--- config.mk ---
export PLATFORM = sky130hd
export DESIGN_NAME = hc595_chain_driver
export DESIGN_NICKNAME = d
export VERILOG_FILES = /design/src/rtl/hc595_pkg.sv /design/src/rtl/hc595_tick_gen.sv /design/src/rtl/hc595_chain_driver.sv
export SDC_FILE = /design/constraint.sdc
export NUM_CORES = 1
export LEC_CHECK = 0
export CAP_MARGIN = 30
export CORE_MARGIN = 5
export CORE_UTILIZATION = 54
export CTS_CLUSTER_DIAMETER = 60
export DETAILED_ROUTE_END_ITERATION = 8
export GPL_TIMING_DRIVEN = 0
export PLACE_DENSITY = 0.9
export SLEW_MARGIN = 5
export SYNTH_ARGS = -nofsm -noshare
export SYNTH_HDL_FRONTEND = slang
export SYNTH_SLANG_ARGS = --single-unit
--- constraint.sdc ---
create_clock -name clk -period 4.2 [get_ports clk]
set_input_delay 0.42 -clock clk [delete_from_list [all_inputs] [get_ports clk]]
set_output_delay 0.42 -clock clk [all_outputs]
set_load 0.01 [all_outputs]
--- src/rtl/hc595_pkg.sv ---
`default_nettype none
// ============================================================================
//  Module      : hc595_pkg
//  Description : Shared types for the 74HC595 chain driver. Holds the
//                transfer FSM state encoding and the chain-width helper.
//  Config      : none (HC595_OE_PWM_EN is consumed by hc595_chain_driver)
//  Revision    : 1.0  initial release
// ============================================================================
package hc595_pkg;

  // Transfer FSM states, 3-bit explicit encoding
  typedef enum logic [2:0] {
    IDLE     = 3'd0,
    SHIFT_LO = 3'd1,
    SHIFT_HI = 3'd2,
    LATCH    = 3'd3,
    GAP      = 3'd4
  } state_t;

  // Serial word width for a chain of n_chips 595s
  function automatic int chain_width(input int n_chips);
    return 8 * n_chips;
  endfunction

endpackage
`default_nettype wire

--- src/rtl/hc595_tick_gen.sv ---
`default_nettype none
// ============================================================================
//  Module      : hc595_tick_gen
//  Description : Divide-by-DIV tick generator. o_tick is high for one clk
//                cycle every DIV cycles. i_restart forces the counter back
//                to 0 so the next tick lands exactly DIV cycles later.
//  Ports       : clk, rst (async, active-high), i_restart, o_tick
//  Revision    : 1.0  initial release
// ============================================================================
module hc595_tick_gen #(
  parameter int DIV = 2
) (
  input  logic clk,
  input  logic rst,
  input  logic i_restart,
  output logic o_tick
);

  localparam int c_CNT_W = $clog2(DIV + 1);

  logic [c_CNT_W-1:0] r_cnt;
  logic               w_tick;

  assign w_tick = (r_cnt == c_CNT_W'(DIV - 1));
  assign o_tick = w_tick;

  always_ff @(posedge clk or posedge rst) begin
    if (rst) begin
      r_cnt <= '0;
    end else if (i_restart || w_tick) begin
      r_cnt <= '0;
    end else begin
      r_cnt <= r_cnt + c_CNT_W'(1);
    end
  end

endmodule
`default_nettype wire

--- src/rtl/hc595_chain_driver.sv ---
`default_nettype none
// ============================================================================
//  Module      : hc595_chain_driver
//  Description : Serial driver for a daisy chain of N_CHIPS 74HC595s.
//                Captures an 8*N_CHIPS bit word on start, shifts it out
//                MSB-first on DS/SHCP, pulses STCP to latch it, then pulses
//                done. Each serial phase lasts DIV clk cycles.
//  Ports       : clk, rst (async, active-high)
//                start, dat[W-1:0]         - request / word in
//                busy, done                - handshake status
//                DS, SHCP, STCP, oe_n      - 595 chain pins
//                bright[7:0]               - PWM duty (HC595_OE_PWM_EN only)
//  Config      : `define HC595_OE_PWM_EN adds the bright port and drives
//                oe_n from a free-running 8-bit PWM; otherwise oe_n = 0.
//  Revision    : 1.0  initial release
// ============================================================================
module hc595_chain_driver
  import hc595_pkg::*;
#(
  parameter int N_CHIPS = 1,
  parameter int DIV     = 2
) (
  input  logic                           clk,
  input  logic                           rst,
  input  logic                           start,
  input  logic [chain_width(N_CHIPS)-1:0] dat,
  output logic                           busy,
  output logic                           done,
  output logic                           DS,
  output logic                           SHCP,
  output logic                           STCP,
  output logic                           oe_n
`ifdef HC595_OE_PWM_EN
  ,
  input  logic [7:0]                     bright
`endif
);

  localparam int c_W     = chain_width(N_CHIPS);
  localparam int c_IDX_W = $clog2(c_W);

  state_t             r_state;
  state_t             w_state_nxt;
  logic [c_W-1:0]     r_shadow;
  logic [c_IDX_W-1:0] r_idx;
  logic               r_busy;
  logic               r_done;
  logic               w_tick;
  logic               w_accept;
  logic               w_ds;
  logic               w_shcp;
  logic               w_stcp;

  // A start in the done cycle is not taken; it must still be high one
  // cycle later, leaving exactly one IDLE cycle between transfers.
  assign w_accept = (r_state == IDLE) && start && !r_done;

  hc595_tick_gen #(
    .DIV (DIV)
  ) u_tick (
    .clk       (clk),
    .rst       (rst),
    .i_restart (w_accept),
    .o_tick    (w_tick)
  );

  always_ff @(posedge clk or posedge rst) begin
    if (rst) begin
      r_state <= IDLE;
    end else begin
      r_state <= w_state_nxt;
    end
  end

  always_comb begin
    w_state_nxt = r_state;
    w_ds        = 1'b0;
    w_shcp      = 1'b0;
    w_stcp      = 1'b0;
    case (r_state)
      IDLE: begin
        if (w_accept) w_state_nxt = SHIFT_LO;
      end
      SHIFT_LO: begin
        w_ds = r_shadow[r_idx];
        if (w_tick) w_state_nxt = SHIFT_HI;
      end
      SHIFT_HI: begin
        // DS keeps the same bit through the high phase for hold time
        w_ds   = r_shadow[r_idx];
        w_shcp = 1'b1;
        if (w_tick) w_state_nxt = (r_idx == '0) ? LATCH : SHIFT_LO;
      end
      LATCH: begin
        w_stcp = 1'b1;
        if (w_tick) w_state_nxt = GAP;
      end
      GAP: begin
        if (w_tick) w_state_nxt = IDLE;
      end
      default: begin
        w_state_nxt = IDLE;
      end
    endcase
  end

  always_ff @(posedge clk or posedge rst) begin
    if (rst) begin
      r_shadow <= '0;
      r_idx    <= '0;
      r_busy   <= 1'b0;
      r_done   <= 1'b0;
    end else begin
      r_done <= 1'b0;
      if (w_accept) begin
        r_shadow <= dat;
        r_idx    <= c_IDX_W'(c_W - 1);
        r_busy   <= 1'b1;
      end else if ((r_state == SHIFT_HI) && w_tick && (r_idx != '0)) begin
        r_idx <= r_idx - c_IDX_W'(1);
      end else if ((r_state == GAP) && w_tick) begin
        r_done <= 1'b1;
        r_busy <= 1'b0;
      end
    end
  end

  assign busy = r_busy;
  assign done = r_done;
  assign DS   = w_ds;
  assign SHCP = w_shcp;
  assign STCP = w_stcp;

`ifdef HC595_OE_PWM_EN
  logic [7:0] r_pwm_cnt;
  logic       r_oe_n;

  // Free-running dimmer, independent of the transfer FSM
  always_ff @(posedge clk or posedge rst) begin
    if (rst) begin
      r_pwm_cnt <= 8'd0;
      r_oe_n    <= 1'b0;
    end else begin
      r_pwm_cnt <= r_pwm_cnt + 8'd1;
      r_oe_n    <= (r_pwm_cnt >= bright);
    end
  end

  assign oe_n = r_oe_n;
`else
  assign oe_n = 1'b0;
`endif

endmodule
`default_nettype wire
==> flow_summary.toml, run 1 <==
[status]
outcome = "finished, final reports clean"

[timing]
max-slew-margin-rel_pct = 56.1
timing.clock.skew_ps = 3.16
worst_pin_slew_ps = 658
final_min_period_over_clock_period_pct = 56.9
fmax_ghz = 0.419
rsz_0062_raised_after_global_routing = "false"
report.final.setup_viol = 0
min_period_ps = 2390
finalHoldViolCount = 0
setup-tns-final_ps = 0
finalMaxSlewViolations = 0
worst_hold_slack_ps = 452

[placement]
place_congestion = 0.760
place_hpwl_mm = 1.24
place.port_buffers = 15
numPlacedInstances = 109

[layout]
most-common-layout-cells = "18 x dfrtp_1, 15 x clkdlybuf4s50_1, 5 x inv_1"
insertedDiodeCount = 0
fillCellCount = 127
layout_commonest_cell = "dfrtp_1"
area.growth.synth_to_final_pct = 22.5
layoutNonFillerInstCount = 113
post_route_cells_drive_above_1_share_pct = 25.0
nNetsFinal = 111

[worst_setup_path]
critical_path.max_fanout = 6
crit_path_top_delay_cell = "mux4_2"
worst_setup_path_end_kind = "primary output"
cpPeakStageDelay_ps = 520
cp.required_ps = 3780
worstPathArrival_ps = 1970
criticalPathCategory = "reg -> out"
crit_path_start_kind = "flip-flop"
critical_path.cell_chain = "mux4_2 > o211a_1 > clkdlybuf4s50_1"

[clock_tree]
clockBufferDepth = 2
cts_inserted_buffers = 3
clock_insertion_delay_worst_skew_ps = 290
cts.clk_slew.worst_paths_ps = 100
cts_tree = "yes"
h_tree_depth = 1
clk_root_buffer_cell = "clkbuf_4"
cts.sink_count = 18
resized_after_cts = 0
post-cts-setup-buffer-count = 0
postCtsHoldBufs = 0

[drt]
first_iter_violations = 4
ant_nets = 0
wire_per_inst_um = 14.5
drc = 0
via_per_inst = 5.55
dr.pass1.iters = 4
postRouteWirelength_mm = 1.64
vias = 627

[grt]
antenna_violations_before_repair = 0
largest_net_degree_at_the_start_of_global_routing = 19
gr-usage-all-layers_pct = 14.4
first_global_vias = 597
grt_pass1_wl_mm = 2.77
grt_overflow = 0

[job]
max_cap_violations = 0

[die]
fp.dieArea_mm2 = 0.00263
ioPinCount = 17
initial_core_utilization_pct = 55.2
floorplan.core_area_mm2 = 0.00167
std_cell_rows = 15
chipHeight_um = 51.3
fp.dieW_um = 51.3

[logic_synthesis]
synth_fp_nets = 91
asyncSetResetFlopFracSynth_pct = 100
synth_ff_type = "dfrtp_1"
synth.cell_area_um2 = 922
synth_top_cell_by_area = "dfrtp_1"
yosysSeqAreaShare_pct = 48.8
yosys_cell_types = 34
netlist.area_leader.share_pct = 48.8
netlist_instances = 77
number_of_enable_flip_flop_cells_after_synthesis = 0
synth_area_leaders = "dfrtp_1 49%, mux2_4 6.5%, mux2_2 4.9%"
ys_ff_latch = 18
synth_area_per_cell_um2 = 12.0
yosysWarningCount = 0

[pwr]
share_seq_of_total_power_pct = 39.6
p_int_uw = 494
combPwrFrac_pct = 45.9
total_leakage_power_nw = 0.524
power_per_cell_area_mw_per_mm2 = 646
worst_ir_drop_vdd_mv = 0.320
clkPwrFrac_pct = 14.5
swShare_pct = 32.3
power_uw = 729
total_switching_power_uw = 236

[min_path]
hold_class = "reg -> reg"
[final timing paths]
check	startpoint	endpoint	slack [ps]	cells after the start
worst max-delay path	r_idx[0]$_DFFE_PP0P_	DS	1810	3
min in group asynchronous	rst	r_shadow[5]$_DFFE_PP0P_	510	2
worst min register to register	u_tick.r_cnt[0]$_DFF_PP0_	u_tick.r_cnt[0]$_DFF_PP0_	450	1
worst max register to register	r_idx[1]$_DFFE_PP0P_	r_idx[2]$_DFFE_PP0P_	2530	7
max in group asynchronous	rst	r_state[1]$_DFFE_PP0P_	3270	2
worst min-delay path	u_tick.r_cnt[0]$_DFF_PP0_	u_tick.r_cnt[0]$_DFF_PP0_	450	1
[metrics by stage]
step | worst slack (ps) | area, um2 | util, %
CTS | 1800 | 1130 | 67.6
finish | 1810 | 1130 | 67.6
floorplan | 2630 | 922 | -
global placement | 2140 | 1090 | 65.5
global route | 1710 | 1130 | 67.6
detailed placement | 2130 | 1090 | 65.5
[power groups by stage]
stage	logic, mW	registers [mW]	clock network, mW
6_report	0.335	0.289	0.106
5_1_grt	0.366	0.298	0.117
4_1_cts	0.339	0.288	0.107
3_5_place_dp	0.339	0.291	0
3_3_place_gp	0.323	0.288	0
2_1_floorplan	0.252	0.279	0
[final cells by class]
cell class	instances	area [um2]	share of cell area (%)
Inverter	5	18.8	1.66
Clock buffer	4	36.3	3.21
Sequential cell	18	450	39.9
Tap cell	17	21.3	1.88
Buffer	7	61.3	5.43
Timing Repair Buffer	15	150	13.3
Multi-Input combinational cell	47	392	34.7
[registers in the layout (all words and copies together) (netlist names)]
| register | count |
|---|---|
| r_idx | 3 |
| r_shadow | 8 |
| u_tick.r_cnt | 2 |
| busy | 1 |
| done | 1 |
| r_state | 3 |
[metal layers]
metal	up-vias	part of all wire (%)	GRT usage, %
met2	13	52	24.5
met1	306	42	18.3
li1	304	-	-
met4	0	1.5	3.93
met5	-	0	0
met3	4	4.3	3.50
[logic make-up after synthesis]
family | after synthesis | synth area share (%)
and+or+nand+nor | 20 | 13.3
buffers and inverters | 12 | 8.68
xor gates and xnor gates | 1 | 0.950
DFF | 18 | 48.8
muxes | 10 | 14.9
AOI/OAI and AO/OA | 12 | 8.82
other | 1 | 0.407
adders and majority gates | 3 | 4.07
[Yosys cell counts, types with 2 or more instances]
| master | n |
|---|---|
| buf_4 | 2 |
| inv_1 | 5 |
| dfrtp_1 | 18 |
| mux2_4 | 4 |
| a31oi_1 | 2 |
| ha_1 | 3 |
| nor3_1 | 4 |
| a21oi_1 | 3 |
| nor2_1 | 4 |
| mux2_2 | 4 |
| a211oi_1 | 3 |
| buf_2 | 3 |
[critical path: cells and delay by family (launching register included)]
kind,cells,cell delay [ps]
compound gates,1,220
buf+inv,1,470
flops,1,460
mux,1,520
(Power assumes the default switching activity.)
==> inputs of run 2 (changes only) <==
--- a/config.mk
+++ b/config.mk
@@ -7,11 +7,11 @@
 export LEC_CHECK = 0
 export CAP_MARGIN = 30
 export CORE_MARGIN = 5
-export CORE_UTILIZATION = 54
+export CORE_UTILIZATION = 50
 export CTS_CLUSTER_DIAMETER = 60
 export DETAILED_ROUTE_END_ITERATION = 8
 export GPL_TIMING_DRIVEN = 0
-export PLACE_DENSITY = 0.9
+export PLACE_DENSITY = 0.85
 export SLEW_MARGIN = 5
 export SYNTH_ARGS = -nofsm -noshare
 export SYNTH_HDL_FRONTEND = slang
==> constraint.sdc (replaced) <==
create_clock -name clk -period 2.2 [get_ports clk]
set_input_delay 0.22 -clock clk [delete_from_list [all_inputs] [get_ports clk]]
set_output_delay 0.22 -clock clk [all_outputs]
set_load 0.01 [all_outputs]
==> run 2 against run 1 <==
Routed wire length increased by 0.55%. Setup slack got worse by 1700 ps. Cell count increased by 8.0%. Core utilization decreased by 1.8 points. Sequential power increased by 91%. Clock skew increased by 1.2 ps. Register-to-register slack got worse by 1900 ps. Cell area increased by 1.8%. Count of clock-buffer cells in the layout unchanged. Sequential share of layout area decreased by 0.48 points. Largest cell class unchanged.
==> flow_summary.toml, run 2 (synthesis gave the netlist of run 1 again) <==
[status]
outcome = "finished, final reports clean"

[worst_setup_path]
critical_path.max_fanout = 5
cp-endpoint = "DS"
worst_setup_path_end_kind = "primary output"
cp.required_ps = 1980
r2r_slack_ps = 670
critical_path.reg2reg.startpoint = "r_idx[1]$_DFFE_PP0P_"
end_of_the_worst_register_to_register_path = "r_idx[2]$_DFFE_PP0P_"
crit_path_start_kind = "flip-flop"
setup.worst_path.start = "r_idx[0]$_DFFE_PP0P_"
worst-r2r-cell-count = 7
criticalPathCategory = "reg -> out"
worstPathArrival_ps = 1910

[clock_tree]
postCtsHoldBufs = 0
clock_insertion_delay_worst_skew_ps = 290
clockBufferDepth = 2
cts.sink_count = 18
cts_inserted_buffers = 3
clk_root_buffer_cell = "clkbuf_4"
cts_tree = "yes"
cts.clk_slew.worst_paths_ps = 100
h_tree_depth = 1

[die]
fp.dieArea_mm2 = 0.00280
initial_core_utilization_pct = 52.8
floorplan.core_area_mm2 = 0.00175
chipHeight_um = 52.9
std_cell_rows = 15
ioPinCount = 17
fp.dieW_um = 52.9

[layout]
nNetsFinal = 112
layout_top_registers = "r_shadow: 8 flops, r_idx: 3 flops, r_state: 3 flops"
most-common-layout-cells = "16 x dfrtp_1, 15 x clkdlybuf4s50_1, 5 x inv_1"
layout_commonest_cell = "dfrtp_1"
post_route_cells_drive_above_1_share_pct = 27.8
finalInstanceArea_mm2 = 0.00115
fillCellCount = 152
area.growth.synth_to_final_pct = 24.7
largest_register_ffs = 8
final_util_pct = 65.9
largest_register = "r_shadow"
insertedDiodeCount = 0

[grt]
first_global_vias = 646
largest_net_degree_at_the_start_of_global_routing = 19
grt_pass1_wl_mm = 2.89
gr-usage-all-layers_pct = 14.3
antenna_violations_before_repair = 0
grt_overflow = 0

[placement]
place_hpwl_mm = 1.27
place_congestion = 0.762
place.port_buffers = 15
dpl_cell_area_mm2 = 0.00110

[job]
max_cap_violations = 0

[pwr]
total_leakage_power_nw = 0.528
power_per_cell_area_mw_per_mm2 = 1220
worst_ir_drop_vdd_mv = 0.651

[drt]
vias = 616
via_per_inst = 5.05
dr.pass1.iters = 4
drc = 0
wire_per_inst_um = 13.5
postRouteWirelength_mm = 1.65
first_iter_violations = 11
ant_nets = 0

[timing]
final_min_period_over_clock_period_pct = 96.8
rsz_0062_raised_after_global_routing = "false"
report.final.setup_viol = 0
finalMaxSlewViolations = 0
finalHoldViolCount = 0
timing.clock.skew_ps = 4.39
max-slew-margin-rel_pct = 55.1
worst_pin_slew_ps = 673
setup-tns-final_ps = 0
fmax_ghz = 0.470
min_period_ps = 2130

[min_path]
hold_class = "in -> async"
==> run 2: worst min path at each step <==
stage	slack, ps	endpoint	depth (start not counted)
final	320	u_tick.r_cnt[1]$_DFF_PP0_	2
after global routing	380	u_tick.r_cnt[1]$_DFF_PP0_	2
after CTS	340	r_shadow[6]$_DFFE_PP0P_	2
after detailed placement	430	u_tick.r_cnt[0]$_DFF_PP0_	1
after global placement	420	u_tick.r_cnt[0]$_DFF_PP0_	1
after floorplan	160	busy$_DFFE_PP0P_	1
==> run 2: per-layer routing <==
layer  vias to the layer above  global-route usage, %  routed length, um
li1                        306                      -                  -
met1                       296                   19.1                746
met2                        12                   22.7                814
met3                         2                   3.10                 74
met4                         0                   5.11                 11
met5                         -                      0                  0
==> run 2: critical path, cell delays in order, from the launching register on <==
cell,delay (ps)
dfrtp_2,420
mux4_2,510
o211a_1,220
clkdlybuf4s50_1,470
==> run 2: stage by stage <==
stage	setup slack (ps)	std cells	power, mW	hold WS (ps)
after CTS	40.0	121	1.41	344
after floorplan	777	77	1.01	159
final	71.1	122	1.41	316
after global routing	1.66	122	1.52	382
after global placement	348	117	1.16	423
after detailed placement	306	117	1.21	432
==> run 2: timing repair <==
item,in CTS,in global routing
gates resized for setup,1,1
cloned,0,0
setup buffers,0,1
setup endpoints to repair,1,1
endpoints found under the hold margin,0,0
==> run 2: final cells by class <==
class,instances,area (um2),area share (%)
Buffer,7,61.3,5.33
Inverter,5,18.8,1.63
Timing Repair Buffer,16,158,13.7
Multi-Input combinational cell,47,392,34.1
Tap cell,25,31.3,2.72
Sequential cell,18,453,39.4
Clock buffer,4,36.3,3.16
==> run 2: power by group <==
part           total, mW  internal, mW  switching (mW)
Clock              0.198         0.101          0.0978
Combinational      0.656         0.387           0.270
Sequential         0.553         0.467          0.0866
==> inputs of run 3 (changes only) <==
--- a/config.mk
+++ b/config.mk
@@ -11,6 +11,7 @@
 export CTS_CLUSTER_DIAMETER = 60
 export DETAILED_ROUTE_END_ITERATION = 8
 export GPL_TIMING_DRIVEN = 0
+export HOLD_SLACK_MARGIN = 0.1
 export PLACE_DENSITY = 0.85
 export SLEW_MARGIN = 5
 export SYNTH_ARGS = -nofsm -noshare
==> results of run 3 <==
Final layout, timing and power as in run 2 (identical DEF).
